`config.mk`:
```
export PLATFORM = sky130hd
export DESIGN_NAME = id_hazard_ctrl_flat
export DESIGN_NICKNAME = d
export VERILOG_FILES = /design/src/rtl/id_hazard_ctrl_pkg.sv /design/src/rtl/id_hazard_ctrl_if.sv /design/src/rtl/id_hazard_ctrl_scoreboard.sv /design/src/rtl/id_hazard_ctrl.sv /design/src/flat_wrapper.sv
export SDC_FILE = /design/constraint.sdc
export NUM_CORES = 1
export LEC_CHECK = 0
export ABC_AREA = 1
export CORE_MARGIN = 3
export CORE_UTILIZATION = 53
export CTS_BUF_LIST = sky130_fd_sc_hd__clkbuf_16
export DETAILED_ROUTE_END_ITERATION = 8
export PLACE_DENSITY = 0.84
export SYNTH_ARGS = -nofsm -noshare
export SYNTH_HDL_FRONTEND = slang
export SYNTH_SLANG_ARGS = --single-unit
```
`constraint.sdc`:
```
create_clock -name clk -period 2.6 [get_ports clk]
set_input_delay 0.52 -clock clk [delete_from_list [all_inputs] [get_ports clk]]
set_output_delay 0.52 -clock clk [all_outputs]
set_load 0.01 [all_outputs]
```
`src/rtl/id_hazard_ctrl_pkg.sv`:
```
// Shared types for the decode-stage hazard/issue controller: register-number width,
// halt FSM state encoding and the in-flight scoreboard slot record.
package id_hazard_ctrl_pkg;

  localparam int REG_NUM_W = 3;

  typedef enum logic [1:0] {
    STATE_RUN    = 2'd0,
    STATE_DRAIN  = 2'd1,
    STATE_HALTED = 2'd2
  } state_e;

  typedef struct packed {
    logic                 v;
    logic [REG_NUM_W-1:0] regnum;
    logic                 isload;
  } sb_slot_t;

  // True when a valid slot's destination is read by either source operand.
  function automatic logic slot_hit(sb_slot_t s,
                                    logic [REG_NUM_W-1:0] r1, logic u1,
                                    logic [REG_NUM_W-1:0] r2, logic u2);
    return s.v & ((u1 & (r1 == s.regnum)) | (u2 & (r2 == s.regnum)));
  endfunction

endpackage

```
`src/rtl/id_hazard_ctrl_if.sv`:
```
// Decode-stage handshake bundle: instruction fields from ID, EX/memory events,
// and the issue/stall/flush controls returned to the pipeline registers.
interface id_hazard_ctrl_if;
  import id_hazard_ctrl_pkg::*;

  logic                 valid_id;
  logic [REG_NUM_W-1:0] r1Num_id;
  logic [REG_NUM_W-1:0] r2Num_id;
  logic                 r1Used_id;
  logic                 r2Used_id;
  logic                 regWriteEnable_id;
  logic [REG_NUM_W-1:0] regWriteNum_id;
  logic                 memReadEnable_id;
  logic                 halt_id;
  logic                 flush_ex;
  logic                 mem_stall;

  logic                 stall_ifid;
  logic                 flush_ifid;
  logic                 bubble_idex;
  logic                 hold_idex;
  logic                 issue;
  logic                 halt_issue;
  logic                 halted;
  logic [2:0]           pending;

  modport master (
    output valid_id, r1Num_id, r2Num_id, r1Used_id, r2Used_id,
           regWriteEnable_id, regWriteNum_id, memReadEnable_id, halt_id,
           flush_ex, mem_stall,
    input  stall_ifid, flush_ifid, bubble_idex, hold_idex, issue,
           halt_issue, halted, pending
  );

  modport slave (
    input  valid_id, r1Num_id, r2Num_id, r1Used_id, r2Used_id,
           regWriteEnable_id, regWriteNum_id, memReadEnable_id, halt_id,
           flush_ex, mem_stall,
    output stall_ifid, flush_ifid, bubble_idex, hold_idex, issue,
           halt_issue, halted, pending
  );
endinterface

```
`src/rtl/id_hazard_ctrl_scoreboard.sv`:
```
// In-flight destination scoreboard: one slot per downstream stage, shifted each
// unfrozen edge; reports per-slot source matches and a registered valid count.
module id_scoreboard
  import id_hazard_ctrl_pkg::*;
#(
  parameter int DEPTH = 3
) (
  input  logic                 clk,
  input  logic                 rst,
  input  logic                 shift_en,
  input  sb_slot_t             new_slot,
  input  logic [REG_NUM_W-1:0] r1_num,
  input  logic                 r1_used,
  input  logic [REG_NUM_W-1:0] r2_num,
  input  logic                 r2_used,
  output logic [DEPTH-1:0]     match,
  output logic                 load_ex,
  output logic [2:0]           pending
);

  sb_slot_t [DEPTH-1:0] slots;
  sb_slot_t [DEPTH-1:0] slots_nxt;
  logic     [2:0]       pending_nxt;

  always_comb begin
    slots_nxt = slots;
    if (shift_en) begin
      slots_nxt[0] = new_slot;
      for (int i = 1; i < DEPTH; i++) slots_nxt[i] = slots[i-1];
    end
  end

  // Count is taken from the next-state slots so it registers alongside them.
  always_comb begin
    pending_nxt = '0;
    for (int i = 0; i < DEPTH; i++) pending_nxt = pending_nxt + {2'b00, slots_nxt[i].v};
  end

  always_comb begin
    match = '0;
    for (int i = 0; i < DEPTH; i++) match[i] = slot_hit(slots[i], r1_num, r1_used, r2_num, r2_used);
  end

  assign load_ex = slots[0].isload;

  always_ff @(posedge clk or posedge rst) begin
    if (rst) begin
      slots   <= '0;
      pending <= '0;
    end else begin
      slots   <= slots_nxt;
      pending <= pending_nxt;
    end
  end

endmodule

```
`src/rtl/id_hazard_ctrl.sv`:
```
// Decode-stage hazard and issue controller: RAW stall, EX flush, memory freeze and
// the HALT issue/drain/stop sequence, driving the IF/ID and ID/EX controls.
//
//   state        | meaning
//   STATE_RUN    | normal issue; hazards and flushes evaluated
//   STATE_DRAIN  | HALT issued; counting older instructions out of the pipe
//   STATE_HALTED | pipe drained; fetch and issue blocked until reset
module id_hazard_ctrl
  import id_hazard_ctrl_pkg::*;
#(
  parameter int DEPTH      = 3,
  parameter int FORWARDING = 0
) (
  input logic             clk,
  input logic             rst,
  id_hazard_ctrl_if.slave bus
);

  localparam logic [2:0] DRAIN_LOAD = 3'(DEPTH + 1);

  state_e           state, state_nxt;
  logic [2:0]       drain_cnt, drain_cnt_nxt;
  logic [DEPTH-1:0] match;
  logic             load_ex;
  logic             hz;
  logic             issue_c;
  sb_slot_t         new_slot;

  id_scoreboard #(.DEPTH(DEPTH)) u_scoreboard (
    .clk      (clk),
    .rst      (rst),
    .shift_en (~bus.mem_stall),
    .new_slot (new_slot),
    .r1_num   (bus.r1Num_id),
    .r1_used  (bus.r1Used_id),
    .r2_num   (bus.r2Num_id),
    .r2_used  (bus.r2Used_id),
    .match    (match),
    .load_ex  (load_ex),
    .pending  (bus.pending)
  );

  assign hz = (FORWARDING != 0) ? (match[0] & load_ex) : (|match);

  assign new_slot = '{v:      issue_c & bus.regWriteEnable_id,
                      regnum: bus.regWriteNum_id,
                      isload: bus.memReadEnable_id};

  // HALTED outranks everything, including freeze, so fetch stays blocked for good.
  always_comb begin
    bus.stall_ifid  = 1'b0;
    bus.flush_ifid  = 1'b0;
    bus.bubble_idex = 1'b0;
    bus.hold_idex   = 1'b0;
    issue_c         = 1'b0;
    if (state == STATE_HALTED) begin
      bus.stall_ifid  = 1'b1;
      bus.bubble_idex = 1'b1;
    end else if (bus.mem_stall) begin
      bus.stall_ifid  = 1'b1;
      bus.hold_idex   = 1'b1;
    end else if (bus.flush_ex) begin
      bus.flush_ifid  = 1'b1;
      bus.bubble_idex = 1'b1;
    end else if (state != STATE_RUN) begin
      bus.stall_ifid  = 1'b1;
      bus.bubble_idex = 1'b1;
    end else if (bus.valid_id && hz) begin
      bus.stall_ifid  = 1'b1;
      bus.bubble_idex = 1'b1;
    end else begin
      issue_c         = bus.valid_id;
      bus.bubble_idex = ~bus.valid_id;
    end
  end

  assign bus.issue      = issue_c;
  assign bus.halt_issue = issue_c & bus.halt_id;
  assign bus.halted     = (state == STATE_HALTED);

  always_comb begin
    state_nxt     = state;
    drain_cnt_nxt = drain_cnt;
    if (!bus.mem_stall) begin
      unique case (state)
        STATE_RUN: begin
          if (bus.halt_issue) begin
            state_nxt     = STATE_DRAIN;
            drain_cnt_nxt = DRAIN_LOAD;
          end
        end
        STATE_DRAIN: begin
          if (bus.flush_ex) begin
            state_nxt     = STATE_RUN;
            drain_cnt_nxt = '0;
          end else if (drain_cnt <= 3'd1) begin
            state_nxt     = STATE_HALTED;
            drain_cnt_nxt = '0;
          end else begin
            drain_cnt_nxt = drain_cnt - 3'd1;
          end
        end
        STATE_HALTED: ;
        default: begin
          state_nxt     = STATE_RUN;
          drain_cnt_nxt = '0;
        end
      endcase
    end
  end

  always_ff @(posedge clk or posedge rst) begin
    if (rst) begin
      state     <= STATE_RUN;
      drain_cnt <= '0;
    end else begin
      state     <= state_nxt;
      drain_cnt <= drain_cnt_nxt;
    end
  end

endmodule

```
`src/flat_wrapper.sv`:
```
// flat-port wrapper written by rule: the top's interface ports become plain ports
module id_hazard_ctrl_flat import id_hazard_ctrl_pkg::*;
#(
  parameter int DEPTH      = 3,
  parameter int FORWARDING = 0
)
  (clk, rst, bus_valid_id, bus_r1Num_id, bus_r2Num_id, bus_r1Used_id, bus_r2Used_id, bus_regWriteEnable_id, bus_regWriteNum_id, bus_memReadEnable_id, bus_halt_id, bus_flush_ex, bus_mem_stall, bus_stall_ifid, bus_flush_ifid, bus_bubble_idex, bus_hold_idex, bus_issue, bus_halt_issue, bus_halted, bus_pending);
  id_hazard_ctrl_if bus_i ();
  input logic clk;
  input logic rst;
  input wire logic [$bits(bus_i.valid_id)-1:0] bus_valid_id;
  input wire logic [$bits(bus_i.r1Num_id)-1:0] bus_r1Num_id;
  input wire logic [$bits(bus_i.r2Num_id)-1:0] bus_r2Num_id;
  input wire logic [$bits(bus_i.r1Used_id)-1:0] bus_r1Used_id;
  input wire logic [$bits(bus_i.r2Used_id)-1:0] bus_r2Used_id;
  input wire logic [$bits(bus_i.regWriteEnable_id)-1:0] bus_regWriteEnable_id;
  input wire logic [$bits(bus_i.regWriteNum_id)-1:0] bus_regWriteNum_id;
  input wire logic [$bits(bus_i.memReadEnable_id)-1:0] bus_memReadEnable_id;
  input wire logic [$bits(bus_i.halt_id)-1:0] bus_halt_id;
  input wire logic [$bits(bus_i.flush_ex)-1:0] bus_flush_ex;
  input wire logic [$bits(bus_i.mem_stall)-1:0] bus_mem_stall;
  output wire logic [$bits(bus_i.stall_ifid)-1:0] bus_stall_ifid;
  output wire logic [$bits(bus_i.flush_ifid)-1:0] bus_flush_ifid;
  output wire logic [$bits(bus_i.bubble_idex)-1:0] bus_bubble_idex;
  output wire logic [$bits(bus_i.hold_idex)-1:0] bus_hold_idex;
  output wire logic [$bits(bus_i.issue)-1:0] bus_issue;
  output wire logic [$bits(bus_i.halt_issue)-1:0] bus_halt_issue;
  output wire logic [$bits(bus_i.halted)-1:0] bus_halted;
  output wire logic [$bits(bus_i.pending)-1:0] bus_pending;
  assign bus_i.valid_id = bus_valid_id;
  assign bus_i.r1Num_id = bus_r1Num_id;
  assign bus_i.r2Num_id = bus_r2Num_id;
  assign bus_i.r1Used_id = bus_r1Used_id;
  assign bus_i.r2Used_id = bus_r2Used_id;
  assign bus_i.regWriteEnable_id = bus_regWriteEnable_id;
  assign bus_i.regWriteNum_id = bus_regWriteNum_id;
  assign bus_i.memReadEnable_id = bus_memReadEnable_id;
  assign bus_i.halt_id = bus_halt_id;
  assign bus_i.flush_ex = bus_flush_ex;
  assign bus_i.mem_stall = bus_mem_stall;
  assign bus_stall_ifid = bus_i.stall_ifid;
  assign bus_flush_ifid = bus_i.flush_ifid;
  assign bus_bubble_idex = bus_i.bubble_idex;
  assign bus_hold_idex = bus_i.hold_idex;
  assign bus_issue = bus_i.issue;
  assign bus_halt_issue = bus_i.halt_issue;
  assign bus_halted = bus_i.halted;
  assign bus_pending = bus_i.pending;
  id_hazard_ctrl #(.DEPTH(DEPTH), .FORWARDING(FORWARDING)) u_core (.clk(clk), .rst(rst), .bus(bus_i));
endmodule
```
Word level (Yosys, flattened, before mapping). Index checks and enable logic that the tools add are counted.

Word-level logic and storage cells: 78. Register bits: 23. Input port bits: 19. Output and inout bits: 10.

Add/subtract/negate cells: 3. Reduce and logical (&&, ||, !) cells: 6. Bitwise gates (word level): 17. Order comparisons: 1. Equal/unequal tests: 10. Multiplexer cells: 29.

Operators with widths (count): 1-bit 2-to-1 mux (20); 3-bit == test (6); 15-bit 2-to-1 mux (1); 1-bit AND (11); 3-bit 2-to-1 mux (3); 3-bit one-hot mux with 3 select lines (1); 2-bit 2-to-1 mux (3); 2-bit one-hot mux with 3 select lines (1); 4-bit AND reduction (1); 2-bit by 1-bit adder with 3-bit output (1); 3-bit by 1-bit <= comparator with 1-bit output, second input constant (1); 3-bit by 2-bit != test with 1-bit output, second input constant (1); 1-bit inverter (3); 1-bit bitwise OR (3); 3-bit AND reduction (1); 3-bit OR reduction (1); 3-bit by 1-bit subtractor with 3-bit output, second input constant (1); 1-bit by 1-bit adder with 2-bit output (1); 2-bit by 1-bit == test with 1-bit output, second input constant (1); 2-bit == test, second input constant (1); 2-bit logical NOT (1); 2-bit != test, second input constant (1); 2-bit nonzero test (1); 1-bit logical AND (1).

Longest topological paths before layout. Gate-level depths: netlist of run 1.

Depth in word-level cells: 15. Gate-level depth with buffers: 14. Gate-level depth less buffers: 14.

Modules after synthesis. A second synthesis of run 1 with hierarchy kept.

Cells, all modules: 200. Area total of the unflattened synthesis: 1357.6 um^2.

By module, submodules not included: id_scoreboard (cells an instance 140, area each 948.4 um^2, instances 1); id_hazard_ctrl (cells an instance 60, area each 409.1 um^2, instances 1).

Worst setup path before layout of run 1. Ideal clock, no wire load.

Kind: in2reg. From: in bus_r1Num_id[1]. To: reg u_core.u_scoreboard.pending[0]. Buffers on the path: 0. Cell stages on the path: 14. Data required time: 2.464 ns. Data arrival time: 1.853 ns. Path slack: 0.611 ns. Cell sequence: inv_2 nand2_1 nand2_1 nor2_1 nand2_2 nand2_2 nand2_2 nand2_2 nor2_4 nand2_1 nor2_2 nand2_1 o21ai_1 fa_1.

RTL lines: start, declared (line flat_wrapper.sv:12) `input wire logic [$bits(bus_i.r1Num_id)-1:0] bus_r1Num_id;`; end signal, assigned (line id_hazard_ctrl_scoreboard.sv:52) `pending <= pending_nxt;`; end, declared (line id_hazard_ctrl_scoreboard.sv:18) `output logic [2:0] pending`.

Worst setup path after layout of run 1.
From: in bus_mem_stall. To: out bus_flush_ifid.

Cells in the longest elaborated chain, start to end: 2.

RTL lines: start, declared (line flat_wrapper.sv:21) `input wire logic [$bits(bus_i.mem_stall)-1:0] bus_mem_stall;`; 1-bit 2-to-1 mux (line id_hazard_ctrl.sv:59) `end else if (bus.mem_stall) begin`; 1-bit 2-to-1 mux (line id_hazard_ctrl.sv:56) `if (state == STATE_HALTED) begin`; end, declared (line flat_wrapper.sv:23) `output wire logic [$bits(bus_i.flush_ifid)-1:0] bus_flush_ifid;`.

Every way passes these cells.

==> results.yml, run 1 <==
drt:
  wl_um: 3239
  drtIter0Drc: 38
  ant_nets: 0
  detail_route.first_pass.iterations: 4
  vias: 1314
  wl_per_cell_um: 12.65
  drc: 0
  via_per_inst: 5.133
timing:
  drv_slew: 0
  worst_hold_slack_ps: 493.6
  fin_ws_ps: 73.45
  fin_crit_ps: 2527
  final_hold_viol_count: 0
  worst_pin_slew_ps: 716.2
  max_freq_ghz: 0.3958
  setup_violations: 0
  finClkSkew_ps: 1.263
  period_share: 0.9718
  rsz0062_at_grt: "no"
  slew_headroom: 0.5220
clock_network:
  cts_made_buffers: 3
  ctsHoldBuffers: 0
  cts.sinks: 19
  clk-insertion-delay-late_ps: 250
  clkTransAtPathRegs_ps: 50
  clock_path_buffers: 2
  root_buffer: "clkbuf_16"
  cts_tree: "yes"
  htree_levels: 1
synthesis:
  postSynthCellCount: 192
  synthArstFlopShare: 1.000
  synth_cell_types: 25
  ys_seq_area_frac: 0.3686
  synth_top_cell_by_area: "dfrtp_1"
  synth.most_common_cell: "nand2_1"
  synthTopCellsByCount: "nand2_1 (80), nor2_1 (24), dfrtp_1 (19)"
  synth_nets: 214
  synth.top_cell.area_share: 0.3686
  ys_top_cells_by_area: "dfrtp_1 (37%), nand2_1 (23%), nor2_1 (7.0%)"
  ys.flop_type: "dfrtp_1"
  synth_edf_count: 0
  synthesis.area_sq_mm: 0.001290
  syn_area_per_cell_sq_um: 6.719
  synth_warnings: 0
  synth-seq-cells: 19
pwr:
  powerDensity_mw_per_mm2: 657.4
  p_clk_frac: 0.276
  switchingPower_uw: 397.9
  seqPwrFrac: 0.361
  intPower_uw: 730.5
  ir_drop_v: 0.0004715
  power_mw: 1.128
  leakage_nw: 0.9277
  pwr-share-comb: 0.363
  switching_share: 0.3526
die:
  rows: 17
  core-area_sq_mm: 0.002255
  initial_core_util: 0.5721
  die_area_sq_mm: 0.003062
  die_h_um: 55.34
  ios: 29
  die_x_um: 55.34
setup_path:
  required_ps: 2080
  r2r-start: "u_core.u_scoreboard.slots[12]$_DFFE_PP0N_"
  reg2reg_slack_ps: 350
  critical_path_class: "in2out"
  rr_worst_depth: 16
  crit_fanout: 4
  startpoint_type: "primary input"
  rr_endpoint: "u_core.u_scoreboard.pending[0]$_DFF_PP0_"
  cp-end-kind: "output pin"
  worst_ep_arrival_time_ps: 2010
global_routing:
  grt_util_all_layers: 0.2217
  grt_antenna_before_repair: 0
  grt-ovfl-total: 0
  grt_pass1_vias: 1220
  grt_pass1_wl_um: 5375
  grt_max_degree: 20
outcome:
  status: "complete, no violations"
job:
  maxCapViolCount: 0
cells_and_area:
  area_delta_synth_final_pct: 33.07
  drive_gt1_frac: 0.1930
  num-nets-final: 251
  diodes: 0
  final_util: 0.7614
placed_design:
  dpl_worst_slack_ps: -382.1
  hpwl_um: 2354
  port_buffers: 26
  place_congestion: 0.9305
min_path:
  min_path_type: "reg2reg"
  min-delay-start: "u_core.drain_cnt[1]$_DFFE_PP0P_"
  min_path_cells: 2
  hold_end: "u_core.drain_cnt[1]$_DFFE_PP0P_"
-- worst max path at each step --
stage,cells past startpoint,startpoint,to,slack (ps)
floorplan,14,bus_r1Num_id[1],u_core.u_scoreboard.pending[0]$_DFF_PP0_,610
global placement,10,bus_r2Num_id[0],bus_stall_ifid,-310
detailed placement,10,bus_r2Num_id[0],bus_stall_ifid,-380
CTS,7,bus_r2Used_id,bus_stall_ifid,3
global route,14,bus_r2Num_id[0],bus_halt_issue,20
finish,5,bus_mem_stall,bus_flush_ifid,70
-- metal layers --
layer	vias up	track usage	share of wire
met4	0	0.09722	0.023
li1	655	-	-
met1	614	0.2622	0.43
met3	7	0.04673	0.044
met2	38	0.3834	0.50
met5	-	0	0
-- sequential cells by signal (all words and copies together) (netlist names) --
name / cells
u_core.u_scoreboard.pending: 2
u_core.state: 2
u_core.u_scoreboard.slots: 12
u_core.drain_cnt: 3
-- cells in the final DEF (no fill, tap or decap) --
cell type,instances
a21boi_2,1
a21oi_1,2
a21oi_4,1
a31oi_1,1
buf_2,2
buf_4,9
clkbuf_16,3
clkdlybuf4s15_1,1
clkdlybuf4s50_1,14
conb_1,1
dfrtp_1,19
dlygate4sd2_1,7
dlymetal6s2s_1,2
fa_1,1
ha_1,2
inv_1,16
inv_2,9
nand2_1,80
nand2_2,5
nand2_4,2
nand3_1,4
nand3_2,1
nand4_4,1
nor2_1,20
nor2_2,8
nor2_4,2
nor3_1,1
o21ai_0,6
o21ai_1,5
xnor2_1,2
-- per-stage QoR --
| stage | setup TNS, ps | area, sq um | std cells |
|---|---|---|---|
| after floorplan | 0 | 1290 | 192 |
| after global placement | -1200 | 1623 | 250 |
| after detailed placement | -1612 | 1623 | 250 |
| after CTS | 0 | 1708 | 256 |
| after global routing | 0 | 1717 | 256 |
| final | 0 | 1717 | 256 |
-- cells by family (layout without fill, tap and decap cells) --
kind of cell,count (synthesis),in the layout,synth area share
compound gates,16,16,0.07372
simple gates,124,124,0.4248
xor+xnor,2,2,0.01358
flops,19,19,0.3686
fa+ha+maj,3,3,0.03492
buf+inv,27,63,0.08148
other cells,1,1,0.002907
-- critical path: stages --
cell	delay [ps]
clkdlybuf4s50_1	530
nor2_2	170
inv_1	80
nor2_1	140
clkdlybuf4s50_1	570
-- what timing repair did --
action / 4_1_cts / 5_1_grt
pin swaps: 3 / 1
setup buffers: 2 / 0
resized for setup: 22 / 3
endpoints found under the setup margin: 4 / 4
-- power groups by stage --
stage                     clock (mW)  sequential, mW  combinational [mW]
after floorplan                    0           0.399               0.269
after global placement             0           0.404               0.390
after detailed placement           0           0.408               0.408
after CTS                      0.316           0.406               0.411
after global routing           0.335           0.414               0.456
final                          0.312           0.407               0.409
-- final cells by class --
| class | instances | area, sq um |
|---|---|---|
| clock inverter | 1 | 3.754 |
| sequential | 19 | 475.5 |
| multi-input combinational | 146 | 723.2 |
| tap | 28 | 35.03 |
| clock buffer | 3 | 75.07 |
| fill | 176 | 538.0 |
| inverter | 24 | 90.09 |
| timing repair buffer | 35 | 314.1 |
(Power assumes the default switching activity.)
==> run 2, diff against run 1 <==
- CORE_ASPECT_RATIO: default -> 1.1
- CTS_CLUSTER_SIZE: default -> 40
==> results.yml, run 2 (synthesis gave the netlist of run 1 again) <==
outcome:
  status: "complete, no violations"
drt:
  wl_um: 3099
  drc: 0
  detail_route.first_pass.iterations: 4
  via_per_inst: 4.937
  ant_nets: 0
  vias: 1254
  drtIter0Drc: 43
  wl_per_cell_um: 12.20
clock_network:
  cts_made_buffers: 3
  htree_levels: 1
  cts.sinks: 19
  clk-insertion-delay-late_ps: 250
  ctsHoldBuffers: 0
  clock_path_buffers: 2
  root_buffer: "clkbuf_16"
  cts_setup_buffers: 0
  cts_tree: "yes"
  clkTransAtPathRegs_ps: 50
setup_path:
  critical_path_class: "in2out"
  cp_cell_sequence: "clkdlybuf4s50_1, nor2_2, inv_1, nor2_1, clkdlybuf4s50_1"
  max_stage_delay_ps: 570
  required_ps: 2080
  worst_ep_arrival_time_ps: 2030
  startpoint_type: "primary input"
  crit_fanout: 4
  crit_top_cell: "clkdlybuf4s50_1"
  cp-end-kind: "output pin"
  cpMaxStageDelayCell: "clkdlybuf4s50_1"
placed_design:
  dpl.cell_count: 250
  dpl_worst_slack_ps: -352.7
  dpl_cell_area_sq_mm: 0.001610
  hpwl_um: 2346
  place_congestion: 0.8984
  port_buffers: 26
timing:
  slew_headroom: 0.5227
  fin_ws_ps: 54.57
  period_share: 0.9790
  setup_violations: 0
  final_hold_viol_count: 0
  worst_pin_slew_ps: 715.2
  max_freq_ghz: 0.3929
  drv_slew: 0
  finClkSkew_ps: 1.615
  worst_hold_slack_ps: 472.6
  tns_ps: 0
  fin_crit_ps: 2545
  rsz0062_at_grt: "no"
min_path:
  min_path_type: "reg2reg"
cells_and_area:
  instances_no_fill: 254
  diodes: 0
  reg_top3: "u_core.u_scoreboard.slots: 12 flops, u_core.drain_cnt: 3 flops"
  final_common_cell: "nand2_1"
  area_delta_synth_final_pct: 29.97
  largest_register: "u_core.u_scoreboard.slots"
  num-nets-final: 247
  largest_reg_flops: 12
  drive_gt1_frac: 0.1741
  fin_area_sq_mm: 0.001677
  layout_common_cells: "nand2_1 (80), nor2_1 (23), dfrtp_1 (19), inv_1 (16), clkdlybuf4s50_1 (16)"
global_routing:
  grt_util_all_layers: 0.2370
  grt-ovfl-total: 0
  grt_pass1_wl_um: 5340
  grt_max_degree: 20
  grt_pass1_vias: 1296
  grt_antenna_before_repair: 0
job:
  maxCapViolCount: 0
die:
  die_area_sq_mm: 0.003063
  core-area_sq_mm: 0.002275
  initial_core_util: 0.5671
  die_x_um: 53.04
  rows: 18
  die_h_um: 57.75
  ios: 29
pwr:
  ir_drop_v: 0.0005283
  powerDensity_mw_per_mm2: 667.7
  leakage_nw: 0.9048
[run 2: changes by cell type in the layout (fill, tap and decap cells not counted)]
cell,change
buf_2,+1
clkdlybuf4s50_1,+2
buf_4,-4
clkdlybuf4s15_1,-1
inv_2,-1
a21boi_2,-1
a21oi_2,+1
nor2_1,+3
clkbuf_2,+1
nor2_2,-3
clkinv_2,+1
dlygate4sd2_1,-3
a21oi_1,-1
a21boi_1,+1
[run 2: power breakdown]
part	leakage, nW	internal, mW	switching [mW]
Combinational	0.618	0.166	0.233
Clock	0.0409	0.206	0.109
Sequential	0.246	0.352	0.0522
Total	0.905	0.725	0.395
[run 2: critical path, delay by kind of cell]
family                 cells  cell delay, ps
buffers and inverters      3            1160
and+or+nand+nor            2             350
[run 2: per-stage QoR]
step	power, mW	util
after global routing	1.198	0.7371
after floorplan	0.6689	-
final	1.119	0.7371
after CTS	1.124	0.7409
after detailed placement	0.8094	0.7079
after global placement	0.7894	0.7079
[run 2: layout make-up]
| cell class | count | area (sq um) |
|---|---|---|
| tap | 30 | 37.54 |
| clock inverter | 1 | 5.005 |
| clock buffer | 3 | 75.07 |
| sequential | 19 | 475.5 |
| inverter | 24 | 90.09 |
| timing repair buffer | 31 | 277.8 |
| multi-input combinational | 146 | 715.7 |
| fill | 180 | 598.1 |
[run 2: timing repair]
action	CTS	global route
gates cloned	0	0
endpoints found under the setup margin	4	5
resized for setup	16	7
pin swaps	0	2
[run 2: path summary, 6_finish.rpt]
| path | start | endpoint | slack (ps) | cells past startpoint |
|---|---|---|---|---|
| worst max-delay path | bus_mem_stall | bus_flush_ifid | 50 | 5 |
| max in group asynchronous | rst | u_core.state[1]$_DFFE_PP0P_ | 1460 | 2 |
| worst min register to register | u_core.drain_cnt[1]$_DFFE_PP0P_ | u_core.drain_cnt[1]$_DFFE_PP0P_ | 470 | 2 |
| worst max register to register | u_core.u_scoreboard.slots[12]$_DFFE_PP0N_ | u_core.u_scoreboard.pending[0]$_DFF_PP0_ | 560 | 14 |
| min in group asynchronous | rst | u_core.u_scoreboard.slots[9]$_DFF_PP0_ | 690 | 2 |
| worst min-delay path | u_core.drain_cnt[1]$_DFFE_PP0P_ | u_core.drain_cnt[1]$_DFFE_PP0P_ | 470 | 2 |
[run 2: layer usage]
| layer | GRT usage | share of wire | wire (um) | vias up |
|---|---|---|---|---|
| li1 | - | - | - | 640 |
| met1 | 0.2879 | 0.42 | 1310 | 569 |
| met2 | 0.4096 | 0.52 | 1606 | 38 |
| met3 | 0.04113 | 0.041 | 128 | 7 |
| met4 | 0.09489 | 0.018 | 55 | 0 |
| met5 | 0 | 0 | 0 | - |
==> patch, RTL diff (settings of run 1) <==
Encoding of `state_e`: now one-hot (3 bits for 3 states).
--- a/src/rtl/id_hazard_ctrl_pkg.sv
+++ b/src/rtl/id_hazard_ctrl_pkg.sv
@@ -4,10 +4,10 @@
 
   localparam int REG_NUM_W = 3;
 
-  typedef enum logic [1:0] {
-    STATE_RUN    = 2'd0,
-    STATE_DRAIN  = 2'd1,
-    STATE_HALTED = 2'd2
+  typedef enum logic [2:0] {
+    STATE_RUN    = 3'b001,
+    STATE_DRAIN  = 3'b010,
+    STATE_HALTED = 3'b100
   } state_e;
 
   typedef struct packed {
Formal check against the unedited RTL: same outputs for any inputs over 10 cycles, from zero or initial values and one cycle with rst high; not proved beyond that.
==> patch against run 1 <==
- design area up 0.73%
- largest power group is now registers
- power fell by 2.9%
- critical path type unchanged
- setup slack improved by 0.022 ns
- worst hold slack got worse by 0.015 ns
- routed wire length grew 1.7%
- area after synthesis grew 2.4%
- critical path depth unchanged
- sequential cell count is 1 higher
- final cell count is 3.1% higher
==> patch: results (changes against run 1) <==
synth-seq-area-share_pct: 37.97  # +1.1 points
netlist_top_cells_area: "dfrtp_1 36%, nand2_1 24%, nor2_1 6.5%"
synth_top_flop_cell: "dfrtp_1"
peakVddDrop_mv: 0.5634  # +20%
vias: 1349  # +2.7%
clk_pin_slew_ns: 0.05  # about the same
netlist.area_leader.share_pct: 35.98  # -0.87 points
htree_levels: 1  # unchanged
worstMarginPinSlew_ns: 0.7599  # +0.04368 ns
layout_commonest_cell: "nand2_1"
gp_congestion: 0.8393  # -9.8%
dp_hpwl_um: 2398  # +1.9%
dp.cells: 259  # +3.6%
synth_warnings: 0  # unchanged
reg_top3: "u_core.u_scoreboard.slots: 12 flops, u_core.drain_cnt: 3 flops, u_core.state: 3 flops"
synthDistinctLibCells: 28  # +12%
cp_slowest_cell: "clkdlybuf4s50_1"
synth_async_sr_flop_share_pct: 100.0  # unchanged
drive_above_1_share_pct: 14.41  # -4.9 points
grt_pass1_wl_um: 5561  # +3.5%
first_iter_violations: 70  # +84%
cp_max_fo: 4  # unchanged
max_stage_delay_ns: 0.56
routedWlPerCell_um: 12.47  # -1.4%
synth_cells: 201  # +4.7%
synth_common_cells: "83 x nand2_1, 23 x nor2_1, 22 x inv_1"
finClkSkew_ns: 0.0009223  # -0.0003403 ns
track_usage_pct: 22.24  # +0.071 points
nFillCells: 196  # +11%
cts-root-buf: "clkbuf_16"
first_pass_iters: 4  # unchanged
grt_max_degree: 21  # +5.0%
via_per_inst: 5.110  # -0.45%
clockBufferDepth: 2  # unchanged
swShare_pct: 34.38  # -0.89 points
worstPathArrival_ns: 1.98  # -0.03 ns
worstSkewPairLatency_ns: 0.25  # about the same
cts_made_buffers: 3  # unchanged
power.leakage_nw: 0.9316  # +0.42%
syn_nets: 223  # +4.2%
status: "finished, final reports clean"
portBuffers: 26  # unchanged
diodes: 0  # unchanged
grt_antenna_before_repair: 0  # unchanged
holdCritPathClass: "reg2reg"
==> patch: cell count changes after synthesis, sizes merged <==
cell,before,now
o21ai,11,14
dfstp,0,1
nor3,1,2
nor4,0,1
buf,1,2
a21oi,3,4
nor2,30,25
inv,24,29
nand3,5,7
nand2,87,86
==> patch: kinds of logic after synthesis <==
logic type,Yosys count,synth area share [%]
buffers and inverters,33,9.754
adders and majority gates,3,3.409
DFF,20,37.97
other,1,0.2838
xor gates and xnor gates,2,1.326
AOI/OAI and AO/OA,20,8.144
and+or+nand+nor,122,39.11
==> patch: final timing paths <==
kind                                                    start                        endpoint  slack, ns  depth (start not counted)
worst max-delay path                            bus_mem_stall                  bus_flush_ifid        0.1                          5
worst min-delay path                      u_core.drain_cnt[1]             u_core.drain_cnt[1]       0.48                          2
worst max register to register  u_core.u_scoreboard.slots[12]  u_core.u_scoreboard.pending[0]       0.48                         15
worst min register to register            u_core.drain_cnt[1]             u_core.drain_cnt[1]       0.48                          2
max in group asynchronous                                 rst  u_core.u_scoreboard.pending[1]       1.42                          2
min in group asynchronous                                 rst             u_core.drain_cnt[1]       0.70                          2
==> patch: per-layer routing <==
layer / wire length, um / share of wire, % / vias to the layer above / track usage (%)
met3: 196 / 6.0 / 9 / 5.568
met1: 1363 / 41 / 613 / 27.31
met5: 0 / 0 / - / 0
met2: 1649 / 50 / 46 / 36.66
met4: 82 / 2.5 / 0 / 10.17
li1: - / - / 681 / -
==> patch: power groups by stage <==
stage | Combinational [W] | Sequential, W | Clock (W)
final | 0.000373 | 0.000405 | 0.000318
after global routing | 0.000415 | 0.000412 | 0.000339
after CTS | 0.000370 | 0.000403 | 0.000320
after detailed placement | 0.000373 | 0.000408 | 0
after global placement | 0.000353 | 0.000404 | 0
after floorplan | 0.000233 | 0.000402 | 0
==> patch: stage by stage <==
step / TNS [ns] / worst slack (ns) / total power (W) / hold WS, ns / cell area [um^2]
after floorplan: 0 / 0.5319 / 0.0006350 / 0.4419 / 1321
after global placement: -1.237 / -0.3223 / 0.0007569 / 0.4627 / 1657
after detailed placement: -1.539 / -0.3625 / 0.0007809 / 0.4717 / 1657
after CTS: 0 / 0.004345 / 0.001093 / 0.4850 / 1728
after global routing: 0 / 0.005011 / 0.001166 / 0.5060 / 1729
final: 0 / 0.09585 / 0.001096 / 0.4785 / 1729
==> patch: area by class of cell <==
type                       count  area share [%]
sequential                    20           29.02
timing repair buffer          35           17.58
inverter                      29           6.295
tap                           28           2.026
multi-input combinational    148           40.52
clock buffer                   3           4.342
clock inverter                 1          0.2171
==> patch: repair_timing <==
item,in CTS,in global routing
resized for setup,15,8
pin swaps,1,4
buffers inserted,0,1
setup endpoints to repair,4,4
==> patch: worst max-delay path, delay by kind of cell <==
family,cells,cell delay (ns)
buffers and inverters,3,1.11
and+or+nand+nor,2,0.35
